--- src/rtl/neuron_output_collector_pkg.sv ---
// Shared constants, types and the lane-merge helper for the final-layer output collector.
package neuron_output_collector_pkg;

   localparam int NUM_NEURON  = 10;
   localparam int DATA_WIDTH  = 16;
   localparam int HOLD_OFF    = NUM_NEURON + 1;
   localparam int FRAME_WIDTH = NUM_NEURON * DATA_WIDTH;
   localparam int COUNT_WIDTH = $clog2(HOLD_OFF + 1);

   typedef enum logic {
      COLLECT = 1'b0,
      PENDING = 1'b1
   } state_t;

   typedef logic [FRAME_WIDTH-1:0] frame_t;
   typedef logic [NUM_NEURON-1:0]  mask_t;

   // Replace every lane whose select bit is set with the incoming lane.
   function automatic frame_t merge_lanes(frame_t held, frame_t incoming, mask_t sel);
      frame_t result;
      result = held;
      for (int k = 0; k < NUM_NEURON; k++) begin
         if (sel[k]) begin
            result[k*DATA_WIDTH +: DATA_WIDTH] = incoming[k*DATA_WIDTH +: DATA_WIDTH];
         end
      end
      return result;
   endfunction

endpackage

--- src/rtl/neuron_output_collector_if.sv ---
// Neuron-output bus: per-lane valids and data in, packed frame and status out.
interface neuron_output_collector_if
   import neuron_output_collector_pkg::*;
   ();

   frame_t i_data;
   mask_t  i_valid;
   frame_t o_data;
   logic   o_data_valid;
   logic   o_busy;
   logic   o_overrun;

   modport master (
      output i_data, i_valid,
      input  o_data, o_data_valid, o_busy, o_overrun
   );

   modport slave (
      input  i_data, i_valid,
      output o_data, o_data_valid, o_busy, o_overrun
   );

endinterface

--- src/rtl/neuron_output_collector_holdoff_timer.sv ---
// Down-counter enforcing the minimum spacing between emitted frames.
module neuron_output_collector_holdoff_timer
   import neuron_output_collector_pkg::*;
(
   input  logic clk,
   input  logic rst_n,
   input  logic load,
   output logic zero,
   output logic expiring
);

   logic [COUNT_WIDTH-1:0] count;

   always_ff @(posedge clk or negedge rst_n) begin
      if (!rst_n) begin
         count <= '0;
      end else if (load) begin
         count <= COUNT_WIDTH'(HOLD_OFF);
      end else if (count != '0) begin
         count <= count - COUNT_WIDTH'(1);
      end
   end

   // expiring: the counter is at zero now or reaches zero on this edge.
   assign zero     = (count == '0);
   assign expiring = (count <= COUNT_WIDTH'(1));

endmodule

--- src/rtl/neuron_output_collector.sv ---
// Gathers per-neuron outputs into one frame and emits it as a single-cycle pulse,
// spacing frames so the downstream arg-max scan is never restarted mid-operation.
module neuron_output_collector
   import neuron_output_collector_pkg::*;
(
   input  logic                      i_clk,
   input  logic                      reset_n,
   neuron_output_collector_if.slave  bus
);

   state_t state, state_next;
   mask_t  mask;
   frame_t buffer;
   frame_t merged;
   frame_t data_q;
   logic   data_valid_q;
   logic   overrun_q;
   logic   timer_zero;
   logic   timer_expiring;
   logic   capture;
   logic   clear_mask;
   logic   emit;
   logic   emit_merged;
   logic   overrun_set;

   assign merged = merge_lanes(buffer, bus.i_data, bus.i_valid);

   always_ff @(posedge i_clk or negedge reset_n) begin
      if (!reset_n) begin
         state <= COLLECT;
      end else begin
         state <= state_next;
      end
   end

   // A frame blocked by the holdoff waits in PENDING; the exit edge behaves like COLLECT for new lanes.
   always_comb begin
      state_next  = state;
      capture     = 1'b0;
      clear_mask  = 1'b0;
      emit        = 1'b0;
      emit_merged = 1'b0;
      overrun_set = 1'b0;
      case (state)
         COLLECT: begin
            capture     = 1'b1;
            overrun_set = |(mask & bus.i_valid);
            if (&(mask | bus.i_valid)) begin
               clear_mask = 1'b1;
               if (timer_zero) begin
                  emit        = 1'b1;
                  emit_merged = 1'b1;
               end else begin
                  state_next = PENDING;
               end
            end
         end
         PENDING: begin
            overrun_set = |bus.i_valid;
            if (timer_expiring) begin
               emit        = 1'b1;
               capture     = 1'b1;
               overrun_set = 1'b0;
               state_next  = COLLECT;
            end
         end
         default: state_next = COLLECT;
      endcase
   end

   always_ff @(posedge i_clk or negedge reset_n) begin
      if (!reset_n) begin
         mask         <= '0;
         buffer       <= '0;
         data_q       <= '0;
         data_valid_q <= 1'b0;
         overrun_q    <= 1'b0;
      end else begin
         data_valid_q <= emit;
         if (emit) begin
            data_q <= emit_merged ? merged : buffer;
         end
         if (capture) begin
            buffer <= merged;
         end
         if (clear_mask) begin
            mask <= '0;
         end else if (capture) begin
            mask <= mask | bus.i_valid;
         end
         if (overrun_set) begin
            overrun_q <= 1'b1;
         end
      end
   end

   neuron_output_collector_holdoff_timer u_holdoff_timer (
      .clk      (i_clk),
      .rst_n    (reset_n),
      .load     (emit),
      .zero     (timer_zero),
      .expiring (timer_expiring)
   );

   assign bus.o_data       = data_q;
   assign bus.o_data_valid = data_valid_q;
   assign bus.o_busy       = (state == PENDING) || !timer_zero;
   assign bus.o_overrun    = overrun_q;

endmodule

--- src/flat_wrapper.sv ---
// flat-port wrapper written by rule: the top's interface ports become plain ports
module neuron_output_collector_flat import neuron_output_collector_pkg::*;
  (i_clk, reset_n, bus_i_data, bus_i_valid, bus_o_data, bus_o_data_valid, bus_o_busy, bus_o_overrun);
  neuron_output_collector_if bus_i ();
  input  logic i_clk;
  input  logic reset_n;
  input wire logic [$bits(bus_i.i_data)-1:0] bus_i_data;
  input wire logic [$bits(bus_i.i_valid)-1:0] bus_i_valid;
  output wire logic [$bits(bus_i.o_data)-1:0] bus_o_data;
  output wire logic [$bits(bus_i.o_data_valid)-1:0] bus_o_data_valid;
  output wire logic [$bits(bus_i.o_busy)-1:0] bus_o_busy;
  output wire logic [$bits(bus_i.o_overrun)-1:0] bus_o_overrun;
  assign bus_i.i_data = bus_i_data;
  assign bus_i.i_valid = bus_i_valid;
  assign bus_o_data = bus_i.o_data;
  assign bus_o_data_valid = bus_i.o_data_valid;
  assign bus_o_busy = bus_i.o_busy;
  assign bus_o_overrun = bus_i.o_overrun;
  neuron_output_collector u_core (.i_clk(i_clk), .reset_n(reset_n), .bus(bus_i));
endmodule
--- config.mk ---
export PLATFORM = sky130hd
export DESIGN_NAME = neuron_output_collector_flat
export DESIGN_NICKNAME = d
export VERILOG_FILES = /design/src/rtl/neuron_output_collector_pkg.sv /design/src/rtl/neuron_output_collector_if.sv /design/src/rtl/neuron_output_collector_holdoff_timer.sv /design/src/rtl/neuron_output_collector.sv /design/src/flat_wrapper.sv
export SDC_FILE = /design/constraint.sdc
export NUM_CORES = 1
export LEC_CHECK = 0
export CAP_MARGIN = 10
export CORE_UTILIZATION = 45
export DETAILED_ROUTE_END_ITERATION = 10
export PLACE_DENSITY = 0.73
export SLEW_MARGIN = 20
export SYNTH_ARGS = -nofsm -noshare
export SYNTH_HDL_FRONTEND = slang
export SYNTH_HIERARCHICAL = 1
export SYNTH_SLANG_ARGS = --single-unit
export TNS_END_PERCENT = 100
--- constraint.sdc ---
create_clock -name i_clk -period 2.25 [get_ports i_clk]
set_input_delay 0.45 -clock i_clk [delete_from_list [all_inputs] [get_ports i_clk]]
set_output_delay 0.45 -clock i_clk [all_outputs]
set_load 0.05 [all_outputs]
==> impl_metrics.env, run 1 <==
export IMPL_dieArea_sq_um=32800
export IMPL_peakVddDrop_mv=0.853
export IMPL_yosys_warnings=6
export IMPL_hold_path_class="reg2reg"
export IMPL_cts_root_buf="clkbuf_16"
export IMPL_vias_per_cell=5.90
export IMPL_drt_wirelength_per_cell_um=21.9
export IMPL_clock_sinks=337
export IMPL_die_w_um=181
export IMPL_maxSlewViolCount=0
export IMPL_crit_path_max_fanout=3
export IMPL_synthTopCellsByArea="dfrtp_1 58%, mux2_2 12%, a221o_1 11%"
export IMPL_grt_usage=0.252
export IMPL_synthSimpleGateAreaFrac=0.111
export IMPL_p_per_area_nw_per_um2=1640
export IMPL_coreArea_sq_um=31600
export IMPL_nets=1656
export IMPL_synthMuxAreaShare=0.125
export IMPL_routed_wl_um=41800
export IMPL_gp_congestion=0.821
export IMPL_drv_cap=0
export IMPL_antenna_left=0
export IMPL_initial_core_util=0.457
export IMPL_layout_min_cycle_time_ns=2.21
export IMPL_setup_viol=0
export IMPL_slew_headroom=0.616
export IMPL_fin_skew_ns=0.0138
export IMPL_synth_top_area_cell="dfrtp_1"
export IMPL_pre_cts_slack_ns=-0.427
export IMPL_syn_area_per_cell_sq_um=12.8
export IMPL_cts_htree_levels=2
export IMPL_p_leak_nw=8.41
export IMPL_dr_first_iter_drc_count=825
export IMPL_io_buffers=334
export IMPL_fmax_mhz=452
export IMPL_synth_top_family_by_area="compound AO/OA/AOI/OAI gates"
export IMPL_clock_path_buffers=3
export IMPL_synth_seq_area_share=0.585
export IMPL_hold_viol_final=0
export IMPL_drc=0
export IMPL_rsz0062_at_grt="true"
export IMPL_cpPeakStageDelay_ns=0.39
export IMPL_grt_pass1_vias=11500
export IMPL_place_inst=1838
export IMPL_cp_required_ns=1.80
export IMPL_drive_gt1_frac=0.214
export IMPL_cts_tree="yes"
export IMPL_min_period_over_period=0.984
export IMPL_synth_edf_count=0
export IMPL_syn_num_nets=1301
export IMPL_antenna_found_initial=3
export IMPL_drt_first_pass_iters=5
export IMPL_crit_path_top_delay_cell="dfrtp_1"
export IMPL_layout_commonest_cell="dfrtp_1"
export IMPL_critPathKind="reg2out"
export IMPL_syn_area_sq_um=14400
export IMPL_num_vias=11300
export IMPL_fin_ws_ns=0.0357
export IMPL_ios=335
export IMPL_crit_top_cell="buf_6"
export IMPL_rows=65
export IMPL_insertion_delay_ns=0.51
export IMPL_arrival_ns=1.76
export IMPL_synthToLayoutAreaGrowth_pct=40.2
export IMPL_crit_chain="inv_2 -> ha_2 -> nor3b_4 -> buf_6 -> nand2b_1 -> buf_6"
export IMPL_layout_common_cells="337 x dfrtp_1, 330 x clkdlybuf4s50_1, 160 x mux2_2, 160 x a221o_1, 130 x nand2_1"
export IMPL_synthCells=1126
export IMPL_clkSlewWorstSetupHoldPaths_ns=0.06
export IMPL_yosys_area_share_xor_xnor=0.000607
export IMPL_synth_seq_cells=337
export IMPL_hpwlAfterDp_um=27100
export IMPL_synth_top_area_share=0.585
export IMPL_synth_compound_area_share=0.141
export IMPL_outcome="finished clean"
export IMPL_die_y_um=181
export IMPL_worst_pin_slew_ns=0.574
export IMPL_grt_max_degree=114
export IMPL_ys_flop_type="dfrtp_1"
export IMPL_cp_end_kind="output pin"
export IMPL_stdcell_count=1908
export IMPL_synthArstFlopShare=1.00
export IMPL_grt_first_pass_wirelength_um=65300
export IMPL_start_kind="register"
export IMPL_grt_overflow_total=0
export IMPL_synth_fa_ha_area_frac=0.00260
export IMPL_ys_types=39
export IMPL_numCtsBuffers=37
==> per-stage QoR <==
| stage | util | power [mW] | instance area, sq um | TNS, ns | hold WS [ns] |
|---|---|---|---|---|---|
| 2_1_floorplan | - | 20.8 | 14400 | 0 | 0.154 |
| 3_3_place_gp | 0.598 | 26.3 | 18900 | -50.08 | 0.423 |
| 3_5_place_dp | 0.598 | 26.7 | 18900 | -58.02 | 0.423 |
| 4_1_cts | 0.638 | 33.2 | 20100 | 0 | 0.476 |
| 5_1_grt | 0.641 | 34.6 | 20200 | -0.0500 | 0.492 |
| 6_report | 0.641 | 33.1 | 20200 | 0 | 0.469 |
==> flip-flops by register name (all words and copies together) (netlist names) <==
name and cells:
u_core/bus.o_overrun 1, u_core/u_holdoff_timer/count 4, u_core/mask 10, u_core/bus.o_data_valid 1, u_core/state 1, u_core/buffer 160
u_core/bus.o_data 160
==> logic make-up (layout without fill, tap and decap cells) <==
group	after synthesis	in the layout
XOR/XNOR	1	1
multiplexers	160	160
AND/OR/NAND/NOR	314	314
other	0	1
AO/OA/AOI/OAI	207	207
buffers and inverters	104	483
flip-flops	337	337
adder cells (fa/ha/maj)	3	3
==> repair_timing <==
| item | CTS | global route |
|---|---|---|
| setup endpoints to repair | 1 | 69 |
| hold endpoints to repair | 43 | 0 |
| cloned | 0 | 2 |
| gates resized for setup | 5 | 6 |
| setup buffers | 1 | 2 |
| hold buffers | 1 | 0 |
| pin swaps | 0 | 0 |
==> layout make-up <==
cell class | count | area, sq um
Inverter | 3 | 11.3
Antenna cell | 1 | 2.50
Timing Repair Buffer | 417 | 4470
Multi-Input combinational cell | 685 | 5530
Sequential cell | 337 | 8430
Clock inverter | 16 | 258
Clock buffer | 47 | 1000
Fill cell | 2404 | 11300
Tap cell | 402 | 503
==> cells in the mapped netlist (all sizes together) (2+ instances only) <==
cell type  count
clkbuf        59
nor3b          2
nand3          2
nor4           3
a221oi         2
dfrtp        337
mux2         160
a221o        160
buf           42
o31ai          9
o21ai          2
or3            2
inv            3
nor2           4
nand2        130
o22ai          2
ha             3
o22a           2
and4          41
a31oi         12
a21oi         12
a22o           2
nand2b         5
nor3         121
==> power breakdown <==
group          switching [mW]  internal, mW  total (mW)
sequential               1.77          9.06        10.8
clock                    2.41          3.95        6.35
combinational            9.23          6.73        16.0
==> layer usage <==
metal | track usage | wire (um) | vias to the layer above | share of wire
met4 | 0.0766 | 1140 | 4 | 0.027
met1 | 0.344 | 17600 | 5707 | 0.42
met3 | 0.0651 | 3480 | 77 | 0.083
met5 | 0 | 24 | - | 0.00057
li1 | - | - | 5027 | -
met2 | 0.395 | 19600 | 449 | 0.47
==> final timing paths <==
kind,cells after the start,slack [ns],endpoint,startpoint
setup / recovery,6,0.04,bus_o_busy,u_core/u_holdoff_timer/count[0]
hold / removal,1,0.47,u_core/bus.o_overrun,u_core/bus.o_overrun
setup reg to reg,6,0.09,u_core/bus.o_data[140],u_core/state
hold reg to reg,1,0.47,u_core/bus.o_overrun,u_core/bus.o_overrun
max in group asynchronous,3,1.00,u_core/mask[1],reset_n
min in group asynchronous,2,0.48,u_core/bus.o_data[50],reset_n
==> critical path: cells and delay by family, from the launching register on <==
kind / cells / cell delay [ns]
flip-flops: 1 / 0.39
buffers and inverters: 3 / 0.38
AND/OR/NAND/NOR: 2 / 0.28
adder cells (fa/ha/maj): 1 / 0.20
Note: power is estimated with default switching activity, not from simulation.
==> run 2: changes to the inputs <==
Settings changed: HOLD_SLACK_MARGIN from default to 0.03.
==> results of run 2 <==
Same layout as run 1: the final DEF is identical, and so are final timing and power.
==> run 3: changes to the inputs <==
Settings changed: CORE_MARGIN from default to 2.
==> run 3 against run 2 <==
Compared with the run above: final cell count unchanged; non-clock buffer count fell by 6; register-to-register slack improved by 0.04 ns; combinational power is essentially flat; sequential power about the same; clock-buffer cell count increased by 5; first-iteration DRC count is 4.5% lower; utilization up 0.083 points; critical endpoint is now u_core/bus.o_data[86]; largest cell class unchanged; largest power group unchanged; highest routed layer unchanged.
==> impl_metrics.env, run 3 (synthesized netlist as in run 1, its figures left out) <==
export IMPL_initial_core_util=0.457
export IMPL_cts_root_buf="clkbuf_16"
export IMPL_cp_end_kind="register"
export IMPL_crit_chain="clkdlybuf4s50_1 -> o22ai_1 -> buf_4 -> nor4_4 -> a21boi_4 -> buf_12 -> a221o_1"
export IMPL_grt_pass1_vias=11500
export IMPL_min_period_over_period=0.977
export IMPL_fin_skew_ns=0.0113
export IMPL_sequentialPowerShare=0.325
export IMPL_dieArea_sq_um=33500
export IMPL_grt_max_degree=87
export IMPL_gp_congestion=0.790
export IMPL_crit_path_max_fanout=86
export IMPL_peakVddDrop_mv=1.01
export IMPL_layout_common_cells="337 x dfrtp_1, 332 x clkdlybuf4s50_1, 160 x mux2_2, 160 x a221o_1, 130 x nand2_1"
export IMPL_fill_cells=2391
export IMPL_tns_ns=0
export IMPL_maxSlewViolCount=0
export IMPL_p_sw_mw=13.4
export IMPL_netSwitchingFraction=0.403
export IMPL_clock_sinks=337
export IMPL_insertion_delay_ns=0.51
export IMPL_hold_viol_final=0
export IMPL_crit_path_top_delay_cell="clkdlybuf4s50_1"
export IMPL_layout_commonest_cell="dfrtp_1"
export IMPL_clock_path_buffers=3
export IMPL_drt_first_pass_iters=5
export IMPL_cts_tree="yes"
export IMPL_drive_gt1_frac=0.212
export IMPL_hold_path_class="reg2reg"
export IMPL_synthToLayoutAreaGrowth_pct=40.4
export IMPL_drt_wirelength_per_cell_um=21.8
export IMPL_coreArea_sq_um=31600
export IMPL_drc=0
export IMPL_io_buffers=334
export IMPL_cpPeakStageDelay_ns=0.54
export IMPL_setup_viol=0
export IMPL_fmax_mhz=455
export IMPL_crit_buf_inv=3
export IMPL_grt_overflow_total=0
export IMPL_regArea_sq_um=8430
export IMPL_rows=65
export IMPL_die_w_um=183
export IMPL_total_power_mw=33.3
export IMPL_p_comb_frac=0.478
export IMPL_critPathKind="in2reg"
export IMPL_cts_htree_levels=2
export IMPL_clkSlewWorstSetupHoldPaths_ns=0.06
export IMPL_layout_min_cycle_time_ns=2.20
export IMPL_routed_wl_um=41700
export IMPL_num_vias=11300
export IMPL_p_leak_nw=8.40
export IMPL_nets=1650
export IMPL_outcome="finished clean"
export IMPL_ios=335
export IMPL_multi_input_area_sq_um=5540
export IMPL_dr_first_iter_drc_count=788
export IMPL_grt_usage=0.246
export IMPL_p_per_area_nw_per_um2=1640
export IMPL_drv_cap=0
export IMPL_worst_pin_slew_ns=0.584
export IMPL_die_y_um=183
export IMPL_numCtsBuffers=37
export IMPL_hpwlAfterDp_um=27300
export IMPL_grt_first_pass_wirelength_um=65400
export IMPL_cp_required_ns=2.64
export IMPL_antenna_found_initial=7
export IMPL_antenna_left=0
export IMPL_crit_family="buffers and inverters"
export IMPL_start_kind="primary input"
export IMPL_power_frac_clock=0.197
export IMPL_arrival_ns=2.59
export IMPL_vias_per_cell=5.92
export IMPL_p_int_mw=19.9
export IMPL_slew_headroom=0.609
## run 3: cell types whose count changed in the layout (fill, tap and decap cells not counted), moves of 2 or more
| cell | before | now |
|---|---|---|
| clkdlybuf4s50_1 | 330 | 332 |
| buf_12 | 36 | 38 |
| diode_2 | 1 | 3 |
| clkbuf_8 | 4 | 8 |
| buf_4 | 43 | 36 |
## run 3: layer usage
metal	wire, um	track usage	vias up	share of wire
met5	54	0	-	0.0013
met4	1220	0.0768	8	0.029
met3	3160	0.0641	88	0.076
met2	19600	0.392	419	0.47
met1	17600	0.331	5760	0.42
li1	-	-	5025	-
## run 3: layout make-up
| cell class | instances | area share |
|---|---|---|
| clock inverters | 15 | 0.0114 |
| diodes | 3 | 0.000371 |
| repair buffers | 411 | 0.218 |
| inverters | 3 | 0.000556 |
| clock buffers | 52 | 0.0546 |
| flip-flops and latches | 337 | 0.417 |
| well taps | 402 | 0.0248 |
| multi-input cells | 685 | 0.274 |
## run 3: path summary, 6_finish.rpt
path | cells past startpoint | slack [ns] | startpoint | endpoint
setup / recovery | 7 | 0.05 | bus_i_valid[3] | u_core/bus.o_data[86]
hold / removal | 1 | 0.47 | u_core/bus.o_overrun | u_core/bus.o_overrun
setup reg to reg | 10 | 0.13 | u_core/u_holdoff_timer/count[1] | u_core/bus.o_data[112]
hold reg to reg | 1 | 0.47 | u_core/bus.o_overrun | u_core/bus.o_overrun
max in group asynchronous | 3 | 1.05 | reset_n | u_core/buffer[37]
min in group asynchronous | 2 | 0.48 | reset_n | u_core/bus.o_data[43]
## run 3: through the flow
step / hold slack [ns] / utilization / setup slack (ns) / instances / instance area (sq um)
after detailed placement: 0.435 / 0.598 / -0.437 / 1836 / 18900
after floorplan: 0.154 / - / 0.0183 / 1126 / 14400
final: 0.473 / 0.642 / 0.0528 / 1908 / 20200
after global routing: 0.508 / 0.641 / -0.00680 / 1907 / 20200
after global placement: 0.426 / 0.598 / -0.401 / 1836 / 18900
after CTS: 0.483 / 0.641 / 0.0162 / 1905 / 20200
## run 3: power groups by stage
| stage | logic (mW) | registers (mW) | clock network [mW] |
|---|---|---|---|
| after floorplan | 5.71 | 15.0 | 0 |
| after global placement | 15.6 | 10.7 | 0 |
| after detailed placement | 15.9 | 10.8 | 0 |
| after CTS | 15.9 | 10.8 | 6.72 |
| after global routing | 16.7 | 11.1 | 6.96 |
| final | 15.9 | 10.8 | 6.56 |
## run 3: what timing repair did
item / CTS / global route
hold buffers: 1 / 0
endpoints found under the hold margin: 42 / 0
pin swaps: 0 / 1
buffers inserted: 1 / 0
endpoints found under the setup margin: 1 / 11
resized for setup: 4 / 3
